[config.mk]
export PLATFORM = sky130hd
export DESIGN_NAME = serial_alu
export DESIGN_NICKNAME = d
export VERILOG_FILES = /design/src/rtl/serial_alu_pkg.sv /design/src/rtl/serial_alu_bit_cell.sv /design/src/rtl/serial_alu.sv
export SDC_FILE = /design/constraint.sdc
export NUM_CORES = 1
export LEC_CHECK = 0
export ABC_AREA = 1
export CAP_MARGIN = 30
export CORE_MARGIN = 5
export CORE_UTILIZATION = 52
export DETAILED_ROUTE_END_ITERATION = 12
export GPL_TIMING_DRIVEN = 0
export PLACE_DENSITY_LB_ADDON = 0.3
export REMOVE_ABC_BUFFERS = 1
export SLEW_MARGIN = 20
export SYNTH_ARGS = -nofsm -noshare
export SYNTH_HDL_FRONTEND = slang
export SYNTH_SLANG_ARGS = --single-unit
[constraint.sdc]
create_clock -name clk -period 4.8 [get_ports clk]
set_clock_uncertainty 0.15 [all_clocks]
set_input_delay 1.2 -clock clk [delete_from_list [all_inputs] [get_ports clk]]
set_output_delay 1.2 -clock clk [all_outputs]
set_load 0.1 [all_outputs]
[src/rtl/serial_alu_pkg.sv]
// alu_defs: shared op-select codes, FSM states and counter sizing for serial_alu.
package alu_defs;
  typedef enum logic [1:0] {ST_IDLE, ST_RUN, ST_DONE} state_t;
  localparam logic [1:0] OP_AND  = 2'b00;
  localparam logic [1:0] OP_OR   = 2'b01;
  localparam logic [1:0] OP_XOR  = 2'b10;
  localparam logic [1:0] OP_NOTA = 2'b11;
  localparam logic [1:0] OP_ADD  = 2'b00;
  localparam logic [1:0] OP_SUB  = 2'b01;
  function automatic int cnt_w(input int w);
    return (w < 2) ? 1 : $clog2(w);
  endfunction
endpackage

[src/rtl/serial_alu_bit_cell.sv]
// alu_bit_cell: combinational 1-bit logic/full-adder cell; subtract inversion is done by the caller.
module alu_bit_cell
  import alu_defs::*;
(
  input  logic       a,
  input  logic       b,
  input  logic       cin,
  input  logic       arit,
  input  logic [1:0] s,
  output logic       out,
  output logic       cout
);
  assign out  = arit ? (a ^ b ^ cin) :
                (s == OP_AND) ? (a & b) :
                (s == OP_OR)  ? (a | b) :
                (s == OP_XOR) ? (a ^ b) : ~a;
  assign cout = arit & ((a & b) | (a & cin) | (b & cin));
endmodule

[src/rtl/serial_alu.sv]
// serial_alu: bit-serial ALU reusing one alu_bit_cell per cycle, LSB first, start/done handshake.
// Define SERIAL_ALU_OVF_EN to add the signed-overflow output ovf.
module serial_alu
  import alu_defs::*;
#(
  parameter int WIDTH = 8
) (
  input  logic             clk,
  input  logic             rst_n,
  input  logic             start,
  input  logic [WIDTH-1:0] a,
  input  logic [WIDTH-1:0] b,
  input  logic             arit,
  input  logic [1:0]       s,
  input  logic             c_in,
  output logic             busy,
  output logic             done,
  output logic [WIDTH-1:0] result,
  output logic             c_out,
  output logic             zero
`ifdef SERIAL_ALU_OVF_EN
  ,
  output logic             ovf
`endif
);
  localparam int CW = cnt_w(WIDTH);
  state_t           state_q, state_d;
  logic [CW-1:0]    cnt_q, cnt_d;
  logic [WIDTH-1:0] a_q, a_d, b_q, b_d, acc_q, acc_d, result_q, result_d;
  logic             arit_q, arit_d, carry_q, carry_d;
  logic [1:0]       s_q, s_d;
  logic             busy_q, busy_d, done_q, done_d, c_out_q, c_out_d, zero_q, zero_d;
  logic             cell_b, cell_out, cell_cout;
`ifdef SERIAL_ALU_OVF_EN
  logic             ovf_q, ovf_d;
  assign ovf = ovf_q;
`endif

  assign cell_b = b_q[0] ^ (arit_q & s_q[0]);

  alu_bit_cell u_cell (
    .a    (a_q[0]),
    .b    (cell_b),
    .cin  (carry_q),
    .arit (arit_q),
    .s    (s_q),
    .out  (cell_out),
    .cout (cell_cout)
  );

  always_comb begin
    state_d  = state_q;
    cnt_d    = cnt_q;
    a_d      = a_q;
    b_d      = b_q;
    acc_d    = acc_q;
    arit_d   = arit_q;
    s_d      = s_q;
    carry_d  = carry_q;
    busy_d   = busy_q;
    done_d   = 1'b0;
    result_d = result_q;
    c_out_d  = c_out_q;
    zero_d   = zero_q;
`ifdef SERIAL_ALU_OVF_EN
    ovf_d    = ovf_q;
`endif
    if (state_q == ST_RUN) begin
      a_d     = a_q >> 1;
      b_d     = b_q >> 1;
      acc_d   = {cell_out, acc_q[WIDTH-1:1]};
      carry_d = cell_cout;
      cnt_d   = cnt_q + 1'b1;
      if (cnt_q == CW'(WIDTH - 1)) begin
        state_d  = ST_DONE;
        busy_d   = 1'b0;
        done_d   = 1'b1;
        result_d = acc_d;
        c_out_d  = cell_cout;
        zero_d   = (acc_d == '0);
`ifdef SERIAL_ALU_OVF_EN
        // carry_q here is the carry into the MSB
        ovf_d    = arit_q & (carry_q ^ cell_cout);
`endif
      end
    end else if (start) begin
      state_d = ST_RUN;
      busy_d  = 1'b1;
      cnt_d   = '0;
      a_d     = a;
      b_d     = b;
      arit_d  = arit;
      s_d     = s;
      carry_d = arit & (s[0] | c_in);
    end else begin
      state_d = ST_IDLE;
    end
  end

  always_ff @(posedge clk or negedge rst_n) begin
    if (!rst_n) begin
      state_q  <= ST_IDLE;
      cnt_q    <= '0;
      a_q      <= '0;
      b_q      <= '0;
      acc_q    <= '0;
      arit_q   <= 1'b0;
      s_q      <= '0;
      carry_q  <= 1'b0;
      busy_q   <= 1'b0;
      done_q   <= 1'b0;
      result_q <= '0;
      c_out_q  <= 1'b0;
      zero_q   <= 1'b0;
`ifdef SERIAL_ALU_OVF_EN
      ovf_q    <= 1'b0;
`endif
    end else begin
      state_q  <= state_d;
      cnt_q    <= cnt_d;
      a_q      <= a_d;
      b_q      <= b_d;
      acc_q    <= acc_d;
      arit_q   <= arit_d;
      s_q      <= s_d;
      carry_q  <= carry_d;
      busy_q   <= busy_d;
      done_q   <= done_d;
      result_q <= result_d;
      c_out_q  <= c_out_d;
      zero_q   <= zero_d;
`ifdef SERIAL_ALU_OVF_EN
      ovf_q    <= ovf_d;
`endif
    end
  end

  assign busy   = busy_q;
  assign done   = done_q;
  assign result = result_q;
  assign c_out  = c_out_q;
  assign zero   = zero_q;
endmodule

==> results of run 1 <==
## state kept, by name, indices dropped and copies added (netlist names), 2 cells and up
register and flops:
state_q 2, s_q 2, cnt_q 3, a_q 8, acc_q 7, b_q 8, result 8
## cell families (layout without fill, tap and decap cells)
group	after synthesis	after routing	synth area share
AO/OA/AOI/OAI	28	28	0.09719
buffers and inverters	29	65	0.08184
adder cells (fa/ha/maj)	5	5	0.03581
XOR/XNOR	1	1	0.004477
flip-flops	44	44	0.5627
AND/OR/NAND/NOR	102	102	0.2180
## power breakdown
group	switching [mW]	internal (mW)	leakage (nW)	total, mW
Combinational	0.595	0.240	0.511	0.834
Clock	0.118	0.154	0.0552	0.273
Sequential	0.0857	0.519	0.564	0.605
## layout by cell type, fill, tap and decap left out, drive strengths merged
cell type and n:
nand2 78, dfrtp 44, clkdlybuf4s50 33, inv 22, o21ai 17, nand3 14
nor2 10, o211ai 7, clkbuf 6, ha 4, a22o 2, buf 2
xor2 1, o21a 1, a21oi 1, fa 1, bufinv 1, clkinv 1
## layer usage
| layer | vias to the layer above | track usage | wire length, um |
|---|---|---|---|
| met5 | - | 0 | 0 |
| met4 | 0 | 0.04384 | 38 |
| li1 | 731 | - | - |
| met3 | 5 | 0.04348 | 220 |
| met2 | 33 | 0.2367 | 1621 |
| met1 | 655 | 0.1984 | 1540 |
## area by class of cell
type,instances,area (um2)
clock buffer,6,72.57
clock inverter,2,35.03
fill,316,1256
inverter,22,85.08
multi-input combinational,136,695.7
sequential,44,1101
tap,48,60.06
timing repair buffer,35,355.3
## how the worst max path moves through the flow
stage | start | to | slack, ns | cells past startpoint
detailed placement | c_out$_DFFE_PN0P_ | c_out | 1.98 | 1
finish | c_out$_DFFE_PN0P_ | c_out | 1.67 | 1
global route | c_out$_DFFE_PN0P_ | c_out | 1.62 | 1
global placement | rst_n | a_q[7]$_DFFE_PN0P_ | 1.24 | 1
floorplan | busy$_DFFE_PN0P_ | busy | 2.55 | 0
CTS | c_out$_DFFE_PN0P_ | c_out | 1.65 | 1
## stage by stage
stage / hold slack [ns] / power [mW] / instance area, um2 / setup slack [ns] / instances
after floorplan: 0.2998 / 1.243 / 1882 / 2.552 / 202
after global placement: 0.3047 / 1.427 / 2282 / 1.236 / 284
after detailed placement: 0.3140 / 1.457 / 2297 / 1.977 / 285
after CTS: 0.3321 / 1.735 / 2405 / 1.648 / 293
after global routing: 0.3481 / 1.841 / 2405 / 1.620 / 293
final: 0.3284 / 1.712 / 2405 / 1.671 / 293
==> impl_metrics.tcl, run 1 <==
set metrics [dict create \
    outcome "completed" \
    totalWireLength_mm 3.421 \
    antenna_cells 0 \
    timing_worst_slew_pin_value_ns 0.9627 \
    worst_r2r_startpoint "arit_q$_DFFE_PN0P_" \
    synth_most_common_cell "sky130_fd_sc_hd__nand2_1" \
    average_routed_wire_per_standard_cell_um 11.68 \
    drt_drc_violations_left 0 \
    timing.final.crit_period_ns 3.129 \
    tritoncts.num_buffers 5 \
    synth_largest_type_area_fraction 0.5627 \
    core-area_um2 3661 \
    design.portCount 35 \
    h-tree-depth 2 \
    number_of_buffers_inserted_by_post_cts_setup_repair 0 \
    hold_path_depth 2 \
    layout-area-overhead-vs-synth_pct 22.89 \
    cts_sinks 44 \
    starting_density_of_the_core 0.5345 \
    core.rowCount 22 \
    postSynth.asyncResetShare 1.000 \
    grt_pass1_vias 1332 \
    synth-seq-area-share 0.5627 \
    arrival_ns 1.78 \
    setup.worst_path.class "flop to output pin" \
    mappedNetlistArea_um2 1957 \
    die-area_um2 5090 \
    setup_violations 0 \
    initialDrtViolationCount 127 \
    post_cts_resize_count 0 \
    fmaxAchievable_ghz 0.3196 \
    vias 1424 \
    min_delay_worst_endpoint "result[0]$_DFFE_PN0P_" \
    hp-start "result[0]$_DFFE_PN0P_" \
    maximum_number_of_pins_on_one_net_before_global_route_repair 33 \
    yosysWarningCount 0 \
    final_net_count 272 \
    cellPowerDensity_nw_per_um2 711.8 \
    holdCritPathClass "flop to flop" \
    rsz_0062_raised_after_global_routing "false" \
    r2r_end "result[7]$_DFFE_PN0P_" \
    first_pass_grt_wire_length_mm 6.023 \
    critical_path.top_delay_family "buffers and inverters" \
    synth_edf_count 0 \
    ordered_cell_list_for_the_critical_path "clkdlybuf4s50_1" \
    postLayoutCoreUtil 0.6569 \
    grt_antenna_before_repair 0 \
    synth.top_cells.by_area "sky130_fd_sc_hd__dfrtp_1 (56%), sky130_fd_sc_hd__nand2_1 (15%), sky130_fd_sc_hd__nand3_1 (3.6%)" \
    critical-path-max-stage-delay_ns 1.13 \
    ir_drop_mv 0.2743 \
    final_hold_viol_count 0 \
    floorplan.die.width_um 71.35 \
    grt.overflow.total 0 \
    cts-root-to-sink-buffers 2 \
    drt-pass1-iter-count 4 \
    worstSkewPairLatency_ns 0.29 \
    clock_tree.root_cell "sky130_fd_sc_hd__clkbuf_8" \
    die-height_um 71.35 \
    worstPathBufferInverterCount 1 \
    syn-mean-instance-area_um2 9.363 \
    ant_nets 0 \
    numPortBuffers 34 \
    relSlewSlack 0.3562 \
    final_max_slew_viol_count 0 \
    cp.required_ns 3.45 \
    cts.reportedPaths.clkPinSlew_ns 0.08 \
    critical_path_peak_fanout 2 \
    crit_slowest_cell "sky130_fd_sc_hd__clkdlybuf4s50_1" \
    cp-start-kind "flop" \
    dp_hpwl_mm 2.439 \
    yosys-top-cells-count "sky130_fd_sc_hd__nand2_1 (76), sky130_fd_sc_hd__dfrtp_1 (44), sky130_fd_sc_hd__inv_1 (18), sky130_fd_sc_hd__nand3_1 (14)" \
    max_cap_viol_count 0 \
    avgViaCountPerCell 4.860 \
    layout_worst_path_cycle_share 0.6519 \
    layout_cell_share_with_drive_strength_beyond_1 0.08980 \
    synth.distinct_cells 22 \
    pleak_nw 1.130 \
    cp-end-kind "output pin" \
    cts_tree "yes" \
    ys_dominant_reg_cell "sky130_fd_sc_hd__dfrtp_1" \
    global_route.usage.total 0.1490 \
    tns_ns 0 \
    synth_seq_cells 44 \
    r2r_slack_ns 3.04 \
    synth_area_leader_cell "sky130_fd_sc_hd__dfrtp_1" \
    postSynthCellCount 209 \
    timing.reg2reg.worst_path_depth 8 \
    hold_buffers 0 \
    routabilityCongestion 0.7253 \
]
Power figures use the tool's default switching activity.
==> run 2, diff against run 1 <==
CORE_UTILIZATION = 46   (was 52)
clock period = 2.5 ns   (was 4.8 ns; I/O delays follow)
==> run 2 against run 1 <==
  * First-iteration DRC count is 51% lower
  * Non-clock buffer count unchanged
  * Critical path type unchanged
  * Final area decreased by 0.99%
  * Via count is 1.7% lower
  * Utilization down 7.0 points
  * Clock-buffer cell count up 1
  * Wire length about the same
  * Critical endpoint is now busy
==> impl_metrics.tcl, run 2 (synthesized netlist as in run 1, its figures left out) <==
set metrics [dict create \
    outcome "completed" \
    relSlewSlack 0.3646 \
    switching_fraction 0.4807 \
    crit_slowest_cell "sky130_fd_sc_hd__dlygate4sd2_1" \
    h-tree-depth 2 \
    layout-area-overhead-vs-synth_pct 21.67 \
    vias 1400 \
    grt_pass1_vias 1380 \
    initialDrtViolationCount 62 \
    starting_density_of_the_core 0.4823 \
    cts_sinks 44 \
    ordered_cell_list_for_the_critical_path "dlygate4sd2_1" \
    cts_tree "yes" \
    layout_worst_path_cycle_share 0.9085 \
    grt_antenna_before_repair 0 \
    final_net_count 272 \
    ir_drop_mv 0.6164 \
    pleak_nw 1.162 \
    max_cap_viol_count 0 \
    grt.overflow.total 0 \
    totalWireLength_mm 3.424 \
    core.rowCount 23 \
    drt-pass1-iter-count 4 \
    final_max_slew_viol_count 0 \
    switchingPower_mw 1.519 \
    routabilityCongestion 0.8172 \
    floorplan.die.width_um 75.23 \
    tritoncts.num_buffers 5 \
    pwr-share-seq 0.367 \
    ant_nets 0 \
    cp.required_ns 1.73 \
    cp-end-kind "output pin" \
    final_design_area_no_fill_um2 2381 \
    maximum_number_of_pins_on_one_net_before_global_route_repair 33 \
    drt_drc_violations_left 0 \
    die-height_um 75.23 \
    cp-start-kind "flop" \
    design.portCount 35 \
    clock_tree.root_cell "sky130_fd_sc_hd__clkbuf_8" \
    avgViaCountPerCell 4.762 \
    r2r_slack_ns 0.71 \
    die-area_um2 5659 \
    first_pass_grt_wire_length_mm 6.023 \
    antenna_cells 0 \
    setup_violations 0 \
    cts-root-to-sink-buffers 2 \
    dp_hpwl_mm 2.422 \
    global_route.usage.total 0.1414 \
    final_hold_viol_count 0 \
    critical-path-max-stage-delay_ns 0.86 \
    setup.worst_path.class "flop to output pin" \
    fmaxAchievable_ghz 0.4403 \
    core-area_um2 4058 \
    holdCritPathClass "primary input to asynchronous set/reset pin" \
    rsz_0062_raised_after_global_routing "false" \
    cts.reportedPaths.clkPinSlew_ns 0.08 \
    layout_cell_share_with_drive_strength_beyond_1 0.09016 \
    final_common_cell "sky130_fd_sc_hd__nand2_1" \
    timing.final.crit_period_ns 2.271 \
    total_power_mw 3.160 \
    detailedPlace.worstSlack_ns 0.2547 \
    numPortBuffers 34 \
    average_routed_wire_per_standard_cell_um 11.65 \
    cellPowerDensity_nw_per_um2 1327 \
    relative_contribution_of_the_clock_network_to_total_power 0.149 \
    final_critical_path_setup_slack_ns 0.2288 \
    arrival_ns 1.50 \
    timing_worst_slew_pin_value_ns 0.9570 \
    critical_path_peak_fanout 2 \
    critical_path.top_delay_family "buffers and inverters" \
    share_comb_of_total_power 0.485 \
    worstSkewPairLatency_ns 0.29 \
    worstPathBufferInverterCount 1 \
    p_int_mw 1.641 \
    postLayoutCoreUtil 0.5868 \
    postPlaceCellArea_um2 2300 \
    mostFrequentLayoutCells "sky130_fd_sc_hd__nand2_1 (76), sky130_fd_sc_hd__dfrtp_1 (44), sky130_fd_sc_hd__clkdlybuf4s50_1 (21)" \
]
-- run 2: layout make-up --
class                   count  area, um2
fillers                   368       1677
multi-input cells         136      695.7
repair buffers             35      340.3
inverters                  22      85.08
well taps                  50      62.56
clock buffers               7      96.34
flip-flops and latches     44       1101
-- run 2: metrics by stage --
stage | setup TNS [ns] | hold WS, ns | std cells
2_1_floorplan | 0 | 0.1794 | 202
3_3_place_gp | -22.90 | 0.3058 | 286
3_5_place_dp | 0 | 0.3157 | 287
4_1_cts | 0 | 0.06367 | 294
5_1_grt | 0 | 0.07225 | 294
6_report | 0 | 0.06185 | 294
-- run 2: metal layers --
metal  GRT usage  share of wire  wire length (um)  up-vias
met1      0.1799           0.47              1621      645
met3     0.03605          0.053               182        4
met4     0.05825          0.013                43        0
met2      0.2302           0.46              1577       26
met5           0              0                 0        -
li1            -              -                 -      725
-- run 2: what timing repair did --
item / CTS / global route
hold endpoints to repair: 0 / 0
resized for setup: 12 / 0
setup endpoints to repair: 12 / 0
hold buffers: 0 / 0
setup buffers: 0 / 0
-- run 2: final timing paths --
path	to	depth (start not counted)	from
max in group asynchronous	cnt_q[2]$_DFFE_PN0P_	2	rst_n
max	busy	1	busy$_DFFE_PN0P_
max reg2reg	result[7]$_DFFE_PN0P_	8	s_q[0]$_DFFE_PN0P_
min	result[5]$_DFFE_PN0P_	1	rst_n
min reg2reg	result[7]$_DFFE_PN0P_	2	result[7]$_DFFE_PN0P_
min in group clk	result[7]$_DFFE_PN0P_	2	result[7]$_DFFE_PN0P_
-- run 2: power groups by stage --
stage | clock network, mW | logic (mW) | registers, mW
after floorplan | 0 | 0.651 | 1.74
after global placement | 0 | 1.58 | 1.17
after detailed placement | 0 | 1.61 | 1.18
after CTS | 0.485 | 1.56 | 1.16
after global routing | 0.507 | 1.69 | 1.20
final | 0.471 | 1.53 | 1.16
==> patch, RTL diff (config.mk and constraints of run 2) <==
Build with the macro `SERIAL_ALU_OVF_EN` defined.
--- a/src/rtl/serial_alu.sv
+++ b/src/rtl/serial_alu.sv
@@ -2,2 +2,4 @@
 // Define SERIAL_ALU_OVF_EN to add the signed-overflow output ovf.
+`define SERIAL_ALU_OVF_EN
+
 module serial_alu
Check against the original RTL (old outputs only; new: ovf): equivalent (equiv_simple and equiv_induct, registers matched by name and starting in step).
==> patch against run 2 <==
- routed wire length rose by 5.7%
- design area is 1.2% higher
- area after synthesis rose by 1.2%
- power grew 2.2%
- worst setup slack got worse by 5.5 ps
- sequential share of layout area up 0.49 points
- die area rose by 1.1%
- sequential cell count increased by 1
- utilization increased by 0.29 points
- count of clock-buffer cells in the layout grew 1
==> patch: results (changes against run 2) <==
Clk Latency, worst-skew pair = 290 ps (about the same)
Synth Flop Type = dfrtp_1
Net count, final = 279 (+2.6%)
layout cell share with drive strength beyond 1 = 0.0833 (-0.00683)
DRT iter0 DRCs = 79 (+27%)
vias in the first global route = 1420 (+2.9%)
Post-CTS Setup Inserts = 0 (unchanged)
Unique masters post-synth = 23 (+4.5%)
Area contributors post-synth = dfrtp_1, nand2_1, nand3_1
DP Area = 2350 um2 (+2.0%)
VDD IR max = 0.000511 V (-17%)
PortBufs = 35 (+2.9%)
DP Wirelength = 2630 um (+8.7%)
TritonRoute pass-1 iters = 5 (+1)
Clock Pin Slew Worst Setup and Hold Paths = 80 ps (about the same)
DR vias/cell = 4.88 (+2.5%)
n_diodes = 0 (unchanged)
worst min path class = primary input to asynchronous set/reset pin
synth cell count leaders = nand2_1, dfrtp_1, inv_1, nand3_1
Clock Path Buffers = 2 (unchanged)
Post-synth ARST share = 1.00 (unchanged)
RePlAce Congestion = 0.752 (-8.0%)
GRT Overall Usage = 0.145 (+0.00322)
WP data arrival = 1500 ps (about the same)
Num CTS Buffers = 5 (unchanged)
Root Driver = clkbuf_8
number of gates resized after cts = 13 (+1)
Critical Path Fanout Max = 2 (unchanged)
Total Wirelength = 3620 um (+5.7%)
first-pass GRT wire length = 6210 um (+3.1%)
status = finished clean
largest net degree at the start of global routing = 27 (-18%)
Crit-path slowest cell = dlygate4sd2_1
slew margin rel. = 0.362 (-0.00247)
Ys Warns = 0 (unchanged)
Crit path max-delay family = buffers and inverters
Seq/Total Area, Yosys = 0.569 (+0.00588)
crit-path max cell delay = 860 ps (about the same)
leakage power = 1.18 nW (+1.3%)
[patch: cell count changes after synthesis]
cell	change
nand3_1	+2
nand2_1	+2
o211ai_1	-2
buf_2	+2
a21oi_1	+1
nor2_8	-1
nor2_4	+1
inv_1	-1
o21ai_1	+2
buf_6	-2
nand2_2	+1
dfrtp_1	+1
[patch: cell families after synthesis]
family | count (synthesis) | synth area share
AOI/OAI and AO/OA | 29 | 0.0960
xor gates and xnor gates | 1 | 0.00442
adders and majority gates | 5 | 0.0354
buffers and inverters | 28 | 0.0726
DFF | 45 | 0.569
and+or+nand+nor | 107 | 0.223
[patch: power breakdown]
group | internal [mW] | switching, mW
registers | 1.02 | 0.172
clock network | 0.199 | 0.226
logic | 0.410 | 1.20
total | 1.63 | 1.60
[patch: cell type report]
class	instances	area, um2
clock buffer	8	80.1
fill	375	1680
inverter	21	81.3
multi-input combinational	142	711
sequential	45	1130
tap	50	62.6
timing repair buffer	36	349
[patch: stage by stage]
step,std cells,utilization,worst slack [ps]
2_1_floorplan,208,-,827
3_3_place_gp,293,0.570,-549
3_5_place_dp,294,0.574,248
4_1_cts,302,0.590,204
5_1_grt,302,0.590,180
6_report,302,0.590,223
[patch: worst paths after layout]
check | from | end | slack (ps) | depth (start not counted)
max in group asynchronous | rst_n | b_q[7] | 1580 | 2
worst min-delay path | rst_n | result[4] | 130 | 1
worst max-delay path | result[1] | result[1] | 220 | 1
worst min register to register | result[7] | result[7] | 320 | 2
min in group clk | result[7] | result[7] | 320 | 2
worst max register to register | s_q[0] | ovf | 600 | 7
[patch: per-layer routing]
metal / vias to the layer above / track usage / part of all wire
met3: 5 / 0.0422 / 0.074
li1: 750 / - / -
met4: 0 / 0.0641 / 0.015
met2: 40 / 0.227 / 0.45
met5: - / 0 / 0
met1: 679 / 0.185 / 0.46
